## src/rtl/preamble_fcs_inserter.sv

```systemverilog
// Ethernet framing stage: wraps an upstream byte-strobe frame with preamble/SFD,
// appends the reflected CRC-32 FCS and enforces the inter-packet gap.
module preamble_fcs_inserter #(
  parameter int         PREAMBLE_BYTES = 7,
  parameter logic [7:0] SFD            = 8'hD5,
  parameter int         IFG_BYTES      = 12
) (
  input  logic       clk,
  input  logic       rst_n,
  input  logic [7:0] in_data,
  input  logic       in_valid,
  input  logic       in_enable,
  output logic [7:0] out_data,
  output logic       out_valid,
  output logic       out_enable,
  output logic       out_sof,
  output logic       frame_done,
  output logic       overlap_err,
  output logic       busy
);

  localparam int         DEPTH    = PREAMBLE_BYTES + 1;
  localparam logic [7:0] PRE_LAST = 8'(PREAMBLE_BYTES);
  localparam logic [7:0] IFG_LAST = 8'(IFG_BYTES - 1);

  typedef enum logic [2:0] {
    S_IDLE,
    S_PRE,
    S_DATA,
    S_FCS,
    S_IFG
  } state_t;

  state_t           r_state, w_state_next;
  logic [7:0]       r_cnt, w_cnt_next;
  logic [31:0]      r_crc, w_crc_next;
  logic [DEPTH-1:0] r_dv;
  logic [7:0]       r_db [DEPTH];
  logic             r_last_v;
  logic             r_dropping, w_dropping_next;
  logic             w_start, w_drop_start;
  logic [7:0]       w_data_next;
  logic             w_valid_next, w_sof_next, w_done_next;
  logic [3:0][7:0]  w_fcs;
  logic [1:0]       w_fcs_idx;

  // One reflected CRC-32 byte step, LSB first.
  function automatic logic [31:0] crc_byte(input logic [31:0] c, input logic [7:0] b);
    logic [31:0] x;
    x = c ^ {24'd0, b};
    for (int k = 0; k < 8; k++) begin
      x = x[0] ? ((x >> 1) ^ 32'hEDB88320) : (x >> 1);
    end
    return x;
  endfunction

  assign w_start      = in_enable & in_valid & ~r_last_v;
  assign w_drop_start = w_start & (r_state != S_IDLE);
  assign w_fcs        = ~r_crc;
  assign w_fcs_idx    = r_cnt[1:0] + 2'd1;
  assign busy         = (r_state != S_IDLE);

  always_comb begin
    w_dropping_next = r_dropping;
    if (in_enable) begin
      if (w_drop_start) begin
        w_dropping_next = 1'b1;
      end else if (!in_valid) begin
        w_dropping_next = 1'b0;
      end
    end
  end

  always_comb begin
    w_state_next = r_state;
    w_cnt_next   = r_cnt;
    w_crc_next   = r_crc;
    w_data_next  = out_data;
    w_valid_next = out_valid;
    w_sof_next   = out_sof;
    w_done_next  = frame_done;
    if (in_enable) begin
      w_data_next  = 8'h00;
      w_valid_next = 1'b0;
      w_sof_next   = 1'b0;
      w_done_next  = 1'b0;
      case (r_state)
        S_IDLE: begin
          if (w_start) begin
            w_state_next = S_PRE;
            w_cnt_next   = 8'd1;
            w_data_next  = 8'h55;
            w_valid_next = 1'b1;
            w_sof_next   = 1'b1;
          end
        end
        S_PRE: begin
          w_valid_next = 1'b1;
          if (r_cnt < PRE_LAST) begin
            w_data_next = 8'h55;
            w_cnt_next  = r_cnt + 8'd1;
          end else begin
            w_data_next  = SFD;
            w_state_next = S_DATA;
            w_crc_next   = 32'hFFFF_FFFF;
          end
        end
        S_DATA: begin
          w_valid_next = 1'b1;
          if (r_dv[DEPTH-1]) begin
            w_data_next = r_db[DEPTH-1];
            w_crc_next  = crc_byte(r_crc, r_db[DEPTH-1]);
          end else begin
            w_data_next  = w_fcs[0];
            w_state_next = S_FCS;
            w_cnt_next   = 8'd0;
          end
        end
        S_FCS: begin
          w_valid_next = 1'b1;
          w_data_next  = w_fcs[w_fcs_idx];
          w_cnt_next   = r_cnt + 8'd1;
          if (w_fcs_idx == 2'd3) begin
            w_done_next  = 1'b1;
            w_state_next = S_IFG;
            w_cnt_next   = 8'd0;
          end
        end
        S_IFG: begin
          if (r_cnt == IFG_LAST) begin
            w_state_next = S_IDLE;
            w_cnt_next   = 8'd0;
          end else begin
            w_cnt_next = r_cnt + 8'd1;
          end
        end
        default: w_state_next = S_IDLE;
      endcase
    end
  end

  always_ff @(posedge clk or negedge rst_n) begin
    if (!rst_n) begin
      r_state     <= S_IDLE;
      r_cnt       <= 8'd0;
      r_crc       <= 32'hFFFF_FFFF;
      r_last_v    <= 1'b1;
      r_dropping  <= 1'b0;
      r_dv        <= '0;
      out_data    <= 8'h00;
      out_valid   <= 1'b0;
      out_enable  <= 1'b0;
      out_sof     <= 1'b0;
      frame_done  <= 1'b0;
      overlap_err <= 1'b0;
    end else begin
      r_state     <= w_state_next;
      r_cnt       <= w_cnt_next;
      r_crc       <= w_crc_next;
      r_dropping  <= w_dropping_next;
      out_data    <= w_data_next;
      out_valid   <= w_valid_next;
      out_sof     <= w_sof_next;
      frame_done  <= w_done_next;
      out_enable  <= in_enable;
      overlap_err <= w_drop_start;
      if (in_enable) begin
        r_last_v <= in_valid;
        // A dropped start's own byte is already invalidated, not just its successors.
        r_dv     <= {r_dv[DEPTH-2:0], in_valid & ~(r_dropping | w_drop_start)};
      end
    end
  end

  for (genvar gi = 0; gi < DEPTH; gi++) begin : g_line
    if (gi == 0) begin : g_head
      always_ff @(posedge clk or negedge rst_n) begin
        if (!rst_n) r_db[gi] <= 8'h00;
        else if (in_enable) r_db[gi] <= in_data;
      end
    end else begin : g_tail
      always_ff @(posedge clk or negedge rst_n) begin
        if (!rst_n) r_db[gi] <= 8'h00;
        else if (in_enable) r_db[gi] <= r_db[gi-1];
      end
    end
  end

endmodule

```

## config.mk

```make
export PLATFORM = sky130hd
export DESIGN_NAME = preamble_fcs_inserter
export DESIGN_NICKNAME = d
export VERILOG_FILES = /design/src/rtl/preamble_fcs_inserter.sv
export SDC_FILE = /design/constraint.sdc
export NUM_CORES = 1
export LEC_CHECK = 0
export CAP_MARGIN = 20
export CORE_ASPECT_RATIO = 1.25
export CORE_UTILIZATION = 41
export DETAILED_ROUTE_END_ITERATION = 6
export GPL_ROUTABILITY_DRIVEN = 1
export PLACE_DENSITY = 0.64
export SYNTH_ARGS = -nofsm -noshare
export SYNTH_HDL_FRONTEND = slang
export SYNTH_SLANG_ARGS = --single-unit
```

## constraint.sdc

```tcl
create_clock -name clk -period 3 [get_ports clk]
set_clock_uncertainty 0.05 [all_clocks]
set_input_delay 0.6 -clock clk [delete_from_list [all_inputs] [get_ports clk]]
set_output_delay 0.6 -clock clk [all_outputs]
set_load 0.005 [all_outputs]
```

==> reports/results.txt, run 1 <==
The flow ran to the end, and the final reports show no timing, DRC or antenna violations. The run gives 6010 um as the met2 wire length. The cell count after synthesis came out at 502. dfrtp_1 is the most common cell in the netlist.

After routing, the total negative slack on setup checks comes to 0 ns. The number of gates resized after CTS was 0. The final count of pins violating max slew is 0, and the die outline area is 16200 um^2. The tools report the total clock buffers created by CTS as 17. The worst hold path belongs to the class in -> async. Wires add up to 11900 um. The first detailed-routing pass ran for 4 iterations. The clock-pin slew on the worst setup and hold paths works out to 0.06 ns. In the finished design, the share of the clock period the worst path needs comes to 86.0%. Internal power comes to 6180 uW. TritonCTS built the clock tree. The global-route wire length before repair came out at 20300 um.

The reg2reg setup slack was 0.70 ns. Hold repair after CTS inserted 0 buffers. The root buffer cell was clkbuf_16. At the worst endpoint, the required time is 2.35 ns. Net switching power figure: 3650 uW. In this run the worst path has a maximum fanout of 17. The count of flip-flops with a built-in enable after synthesis was 0. Synthesis produced a netlist with a net count of 518. For the worst-skew pair, the clock arrives at the later sink with an insertion delay of 0.41 ns.

Combinational share of power: 49.1%. The leakage power of the design was 0.00303 uW. The logs give 0 for the number of max-cap violations and 0 for the initial antenna violation count. The largest area contributor in the synthesized netlist was dfrtp_1. The clock period minus worst slack is 2.58 ns.

The data arrival time of the critical path is 1.93 ns, and the routability congestion estimate from global placement is 0.795. Summing internal, switching and leakage power gives 9820 uW. Of all flip-flops after synthesis, the portion carrying an async set or reset was 100%. The maximum number of pins on one net before global-route repair came out at 87. In the final routing, the length of wire on met1 measures 5390 um. The via count of the first global-routing pass is 3999, and the setup violation total in the final timing report is 0. Measured along the y axis, the die boundary spans 142 um.

From synthesis to final layout, the design area changed by 16.4%. In the routed design, unresolved DRC markers number 0. The transition time at the pin with the least slew margin works out to 0.783 ns. 26 I/O pins were placed.

The number of clock sinks is 130, and the average vias per placed instance is 5.16. The tools report the number of distinct standard cells referenced by the synthesized netlist as 50. For the count of endpoints failing hold in the final timing report, the log shows 0.

The worst setup path is of the reg -> out kind. The H-tree generated during clock tree synthesis spans 4 levels. Yosys attributes the largest share of cell area to dfrtp_1 38%, dfstp_2 13%, mux2_2 13%.

The kind of capture point of the worst setup path was an output pin. Worst slew margin relative to its limit: 47.8%. Counting along the longest clock path gives a buffer depth of 2.

The width of the chip is 114 um, and the total standard cell area after synthesis is 6450 um^2. VDD sags by at most 0.531 mV. The tools report the total via count in the routed design as 3844. Most common flop cell mapped by yosys: dfrtp_1. The clock network accounts for 20.5% of the total power. The sum of overflow across all layers after global routing was 0; the areal power density over the cells was 1310 nW/um^2.

STA classifies the critical path startpoint as a flop. The tools report the area of combinational cells with multiple inputs as 3000 um^2. The number of buffers inserted by port buffering is 25. The total of fill cells in the finished design was 1353; the remaining number of nets flagged by the antenna check after routing was 0. The detailed router used layers up to and including met4. The run gives 0 as the number of setup buffers added after CTS.

In this run, flip-flops and latches consume 30.4% of the power. Detailed placement finished with a half-perimeter wire length of 7930 um. Sequential element share of the synthesized area: 51.1%. After the last flow step, the layout net total stands at 541. For this block, the initial DRC count from the detailed router was 199. Of the cells placed in the final design, the portion with a size suffix greater than 1 is 33.7%.

Wire segments on met3 add up to 265 um in the final route. The number of inserted diodes is 0. The synthesized design contains 130 register bits. In this run the mean area of a mapped cell was 12.8 um^2. Row generation in the floorplan step produced 50 rows. For the placeable core region, the log shows 15100 um^2.

The logs give 388 MHz for the fmax and 3290 um^2 for the register area. The tools report the synthesis warning total as 0. The post-detailed-route wirelength per cell works out to 15.9 um.

Setup repair after global routing left no endpoint under its margin. The net switching share of the total power works out to 37.1%. In the synthesized netlist, the cells that appear most often are 97 x dfrtp_1, 72 x mux2_2, 47 x nor2_1. For the initial core utilization, the log shows 42.6%. The synthesized design devotes to its leading area cell type 37.7% of total area. Global routing consumed, over all layers together, 16.2% of the routing resources.
-- logic make-up after synthesis --
group / share of synthesized area, %
flip-flops: 51.1
AO/OA/AOI/OAI: 10.0
multiplexers: 15.6
AND/OR/NAND/NOR: 6.04
XOR/XNOR: 14.1
buffers and inverters: 2.37
adder cells (fa/ha/maj): 0.776
-- per-stage QoR --
step / setup slack (ns) / util [%] / instance area, um^2 / std cells / hold WS, ns
finish: 0.420 / 49.6 / 7500 / 745 / 0.150
global route: 0.291 / 49.6 / 7500 / 745 / 0.188
CTS: 0.424 / 49.6 / 7500 / 745 / 0.164
detailed placement: 0.386 / 45.8 / 6930 / 714 / 0.425
global placement: 0.450 / 45.8 / 6930 / 714 / 0.415
floorplan: 0.599 / - / 6450 / 502 / 0.254
-- per-layer routing --
metal | vias to the layer above | GRT usage (%)
li1 | 1829 | -
met1 | 1937 | 20.2
met2 | 56 | 27.5
met3 | 22 | 3.07
met4 | 0 | 6.70
met5 | - | 0
-- power by group through the flow --
stage	combinational [uW]	sequential [uW]	clock (uW)
after floorplan	4060	2820	0
after global placement	4760	2980	0
after detailed placement	4830	3020	0
after CTS	4860	2990	2060
after global routing	5240	3080	2140
final	4820	2990	2010
-- path summary, 6_finish.rpt --
kind                                  start     endpoint  cells past startpoint
max in group asynchronous             rst_n    r_crc[18]                      2
worst min register to register  out_data[5]  out_data[5]                      1
min in group clk                out_data[5]  out_data[5]                      1
worst min-delay path                  rst_n     r_db[51]                      1
worst max-delay path             r_state[1]         busy                      3
worst max register to register     r_cnt[0]     r_cnt[4]                      7
-- flip-flops by register name (all words and copies together), names as in the netlist --
name,count
r_state,3
r_last_v,1
r_db,64
out_valid,1
out_data,8
r_dv,8
r_crc,32
out_sof,1
out_enable,1
r_cnt,8
overlap_err,1
frame_done,1
r_dropping,1
-- worst max-delay path, cell delays in order, from the launching register on --
cell and delay [ns]:
dfrtp_1 0.57, nor3_2 0.43, inv_1 0.07, clkdlybuf4s50_1 0.45
-- final cells by class --
cell class	count	share of cell area, %
Clock buffer	20	5.95
Clock inverter	11	1.73
Inverter	8	0.400
Multi-Input combinational cell	335	40.0
Sequential cell	130	43.9
Tap cell	208	3.47
Timing Repair Buffer	33	4.57
-- cell usage in the layout, fill, tap and decap left out, types with 3 or more instances in the layout --
| master | instances |
|---|---|
| dfrtp_1 | 97 |
| mux2_2 | 72 |
| nor2_1 | 47 |
| xnor2_1 | 37 |
| a21oi_1 | 35 |
| dfstp_2 | 33 |
| clkdlybuf4s50_1 | 23 |
| xor2_1 | 19 |
| clkbuf_16 | 17 |
| o21ai_0 | 11 |
| nand2_1 | 10 |
| xnor2_4 | 10 |
| a31oi_1 | 10 |
| inv_1 | 8 |
| buf_4 | 7 |
| and3_1 | 6 |
| mux4_2 | 6 |
| a22o_1 | 6 |
| nor2b_1 | 5 |
| o221a_2 | 5 |
| o22a_1 | 5 |
| xnor2_2 | 5 |
| o21a_1 | 4 |
| ha_1 | 4 |
| clkinv_4 | 4 |
| o221ai_1 | 3 |
| a211oi_1 | 3 |
| a21o_1 | 3 |
| buf_12 | 3 |
No activity file was read; power rests on OpenSTA's default activity.
==> inputs of run 2 (changes only) <==
GPL_ROUTABILITY_DRIVEN = 0   (was 1)
==> results of run 2 <==
Final layout, timing and power as in run 1 (identical DEF).
==> inputs of run 3 (changes only) <==
GPL_ROUTABILITY_DRIVEN = default   (was 0)
PLACE_DENSITY = default   (was 0.64)
PLACE_DENSITY_LB_ADDON = 0.05   (was default)
==> run 3 against run 2 <==
Compared with the run above: utilization shrank 0.074 points; die area is the same; cell count grew 0.27%; first-iteration DRC count shrank 1.5%; worst setup slack lost 0.00092 ns; critical path depth is the same; clock-buffer cell count shrank 1; combinational power is essentially flat; largest power group unchanged.
==> reports/results.txt, run 3 (synthesized netlist as in run 1, its figures left out) <==
Setup repair after global routing left no endpoint under its margin. The number of max-cap violations is 0. Per report_power, the sequential group accounts for 30.8% of the total. Measured against its own limit, the worst slew margin works out to 54.0%. Routability-driven placement finished with a final weighted congestion of 0.762.

In this run the post-CTS setup repair buffer count came out at 0. The via count of the first global-routing pass was 3977; the final HPWL from detailed placement was 7940 um. The worst hold slack came out at 0.0768 ns.

The sequential cells in the finished layout cover a total of 3290 um^2. The final count of pins violating max slew is 0. The tools report the sum of negative setup slack as 0 ns. The share of total power dissipated in the clock network is 19.7%. The run gives 0 as the count of endpoints failing hold in the final timing report. STA puts the critical path data required time at 2.35 ns. The total clock buffers created by CTS is 17. The overall global routing resource usage was 16.8%; the total via count in the routed design was 3809. In this run the remaining antenna-violating nets after routing total 0.

The sum of overflow across all layers after global routing is 0, and the die span in y is 142 um. The layout cell share with drive strength beyond 1 was 34.3%. The peak supply drop was 0.549 mV. The logs give 12100 um for the wire length after detailed routing and 4 for the deepest level of the CTS H-tree. The combinational share of power was 49.6%; the setup violation total in the final timing report was 0. Net count of the finished layout: 542. The path class of the tightest hold or removal check is in -> async. In this run the worst path has a maximum fanout of 17. The library cell used most frequently in the layout, excluding fill and tap cells, is dfrtp_1. The transition time at the pin with the least slew margin was 0.690 ns; the data arrival time of the critical path was 1.93 ns.

Summing internal, switching and leakage power gives 9740 uW. The final critical path takes up 86.0% of the cycle. The stage delay of the slowest cell on the critical path is 0.56 ns.

Measured along the x axis, the die boundary spans 114 um. The clock reaches the later pin of the worst-skew pair after 0.41 ns. The run finished with clean final reports.

The initial core utilization is 42.6%, and the number of flip-flops in the largest register is 64. The worst setup path is of the reg -> out kind. The clock-pin slew on the worst setup and hold paths is 0.06 ns, and the post-cts repair resize count is 0. The type of origin of the critical path was a flop. The largest registers in the layout are r_db x64, r_crc x32. The die covers 16200 um^2.

The root buffer cell was clkbuf_16. In this run the static leakage power is 0.00303 uW. For the first-pass detailed-route iteration total, the log shows 4.

Walking the worst path, the cells encountered are nor3_2 -> inv_1 -> clkdlybuf4s50_1. With fillers left out, the area of the finished cells amounts to 7490 um^2. The tools report the number of inserted diodes as 0.

r_db holds more flip-flops than any other register. For this run, design rule violations remaining after detail routing come to 0. Counting along the longest clock path gives a buffer depth of 2. The worst path needs 2.58 ns of the cycle, external delays included. Area of combinational cells with multiple inputs: 3000 um^2.

The run gives 0 as the post-cts hold buffer count. The core region is 15100 um^2. For this run, the top clock speed supported by timing is 387 MHz. Core utilization of the finished layout: 49.5%. TritonCTS built the clock tree. The library cells used most frequently in the layout, excluding fill and tap cells, are 97 x dfrtp_1, 72 x mux2_2, 47 x nor2_1. In the routed layout, each cell is associated on average with a via count of 5.10. Initial antenna violation count: 0. Global-route wire length before repair: 21000 um.

Input and output buffers added on the ports amount to 25. The total of fill cells in the finished design is 1370. Power spread over the standard cell area amounts to 1300 nW/um^2. STA classifies the critical path endpoint as an output pin. Entering global routing, the biggest net connects 81 pins. Row generation in the floorplan step produced 50 rows. CTS saw 130 sinks. The standard cell area after detailed placement was 6940 um^2; the cell internal power dissipation was 6040 uW. The slowest stage of the critical path belongs to the cell dfrtp_1.

Dividing the detail-routed wire length by the instance count gives 16.2 um. The net switching power figure was 3700 uW; the detailed router's first-iteration violation count was 196. For this design the top-level I/O count stands at 26.

The net switching share of the total power is 38.0%. The area growth from synthesis to layout is 16.2%.
run 3: changes by cell type in the layout (fill, tap and decap cells not counted):
cell	delta
bufinv_16	-2
clkinv_2	+1
clkbuf_1	-2
clkbuf_8	+1
inv_6	+2
buf_6	+1
clkinv_4	+1
run 3: worst paths after layout:
check                                start     endpoint  slack, ns  cells after the start
worst min-delay path                 rst_n     r_cnt[4]       0.08                      1
worst max-delay path            r_state[1]         busy       0.42                      3
max in group asynchronous            rst_n    r_crc[17]       2.11                      2
worst max register to register    r_cnt[1]  out_data[4]       0.71                      5
worst min register to register  r_dropping      r_dv[0]       0.43                      1
min in group clk                r_dropping      r_dv[0]       0.43                      1
run 3: layout make-up:
class,instances,share of cell area (%)
multi-input cells,335,40.0
repair buffers,34,4.73
flip-flops and latches,130,44.0
inverters,8,0.401
well taps,208,3.47
clock inverters,13,1.35
clock buffers,19,6.05
run 3: worst max-delay path, delay by kind of cell (launching register included):
kind,cells,cell delay (ns)
DFF,1,0.56
and+or+nand+nor,1,0.42
buffers and inverters,2,0.53
run 3: through the flow:
step / std cells / worst slack [ns]
finish: 747 / 0.419
global route: 747 / 0.321
CTS: 747 / 0.402
detailed placement: 715 / 0.330
global placement: 715 / 0.402
floorplan: 502 / 0.599
run 3: layer usage:
layer | GRT usage, % | vias to the layer above | share of wire [%]
met4 | 4.72 | 0 | 0.79
met5 | 0 | - | 0
li1 | - | 1830 | -
met3 | 4.09 | 8 | 2.5
met1 | 22.8 | 1932 | 48
met2 | 26.8 | 39 | 48
run 3: power groups by stage:
stage          Clock (uW)  Combinational, uW  Sequential (uW)
4_1_cts              1970               4910             3000
2_1_floorplan           0               4060             2820
3_5_place_dp            0               4870             3030
6_report             1920               4830             3000
5_1_grt              2050               5340             3090
3_3_place_gp            0               4850             3000
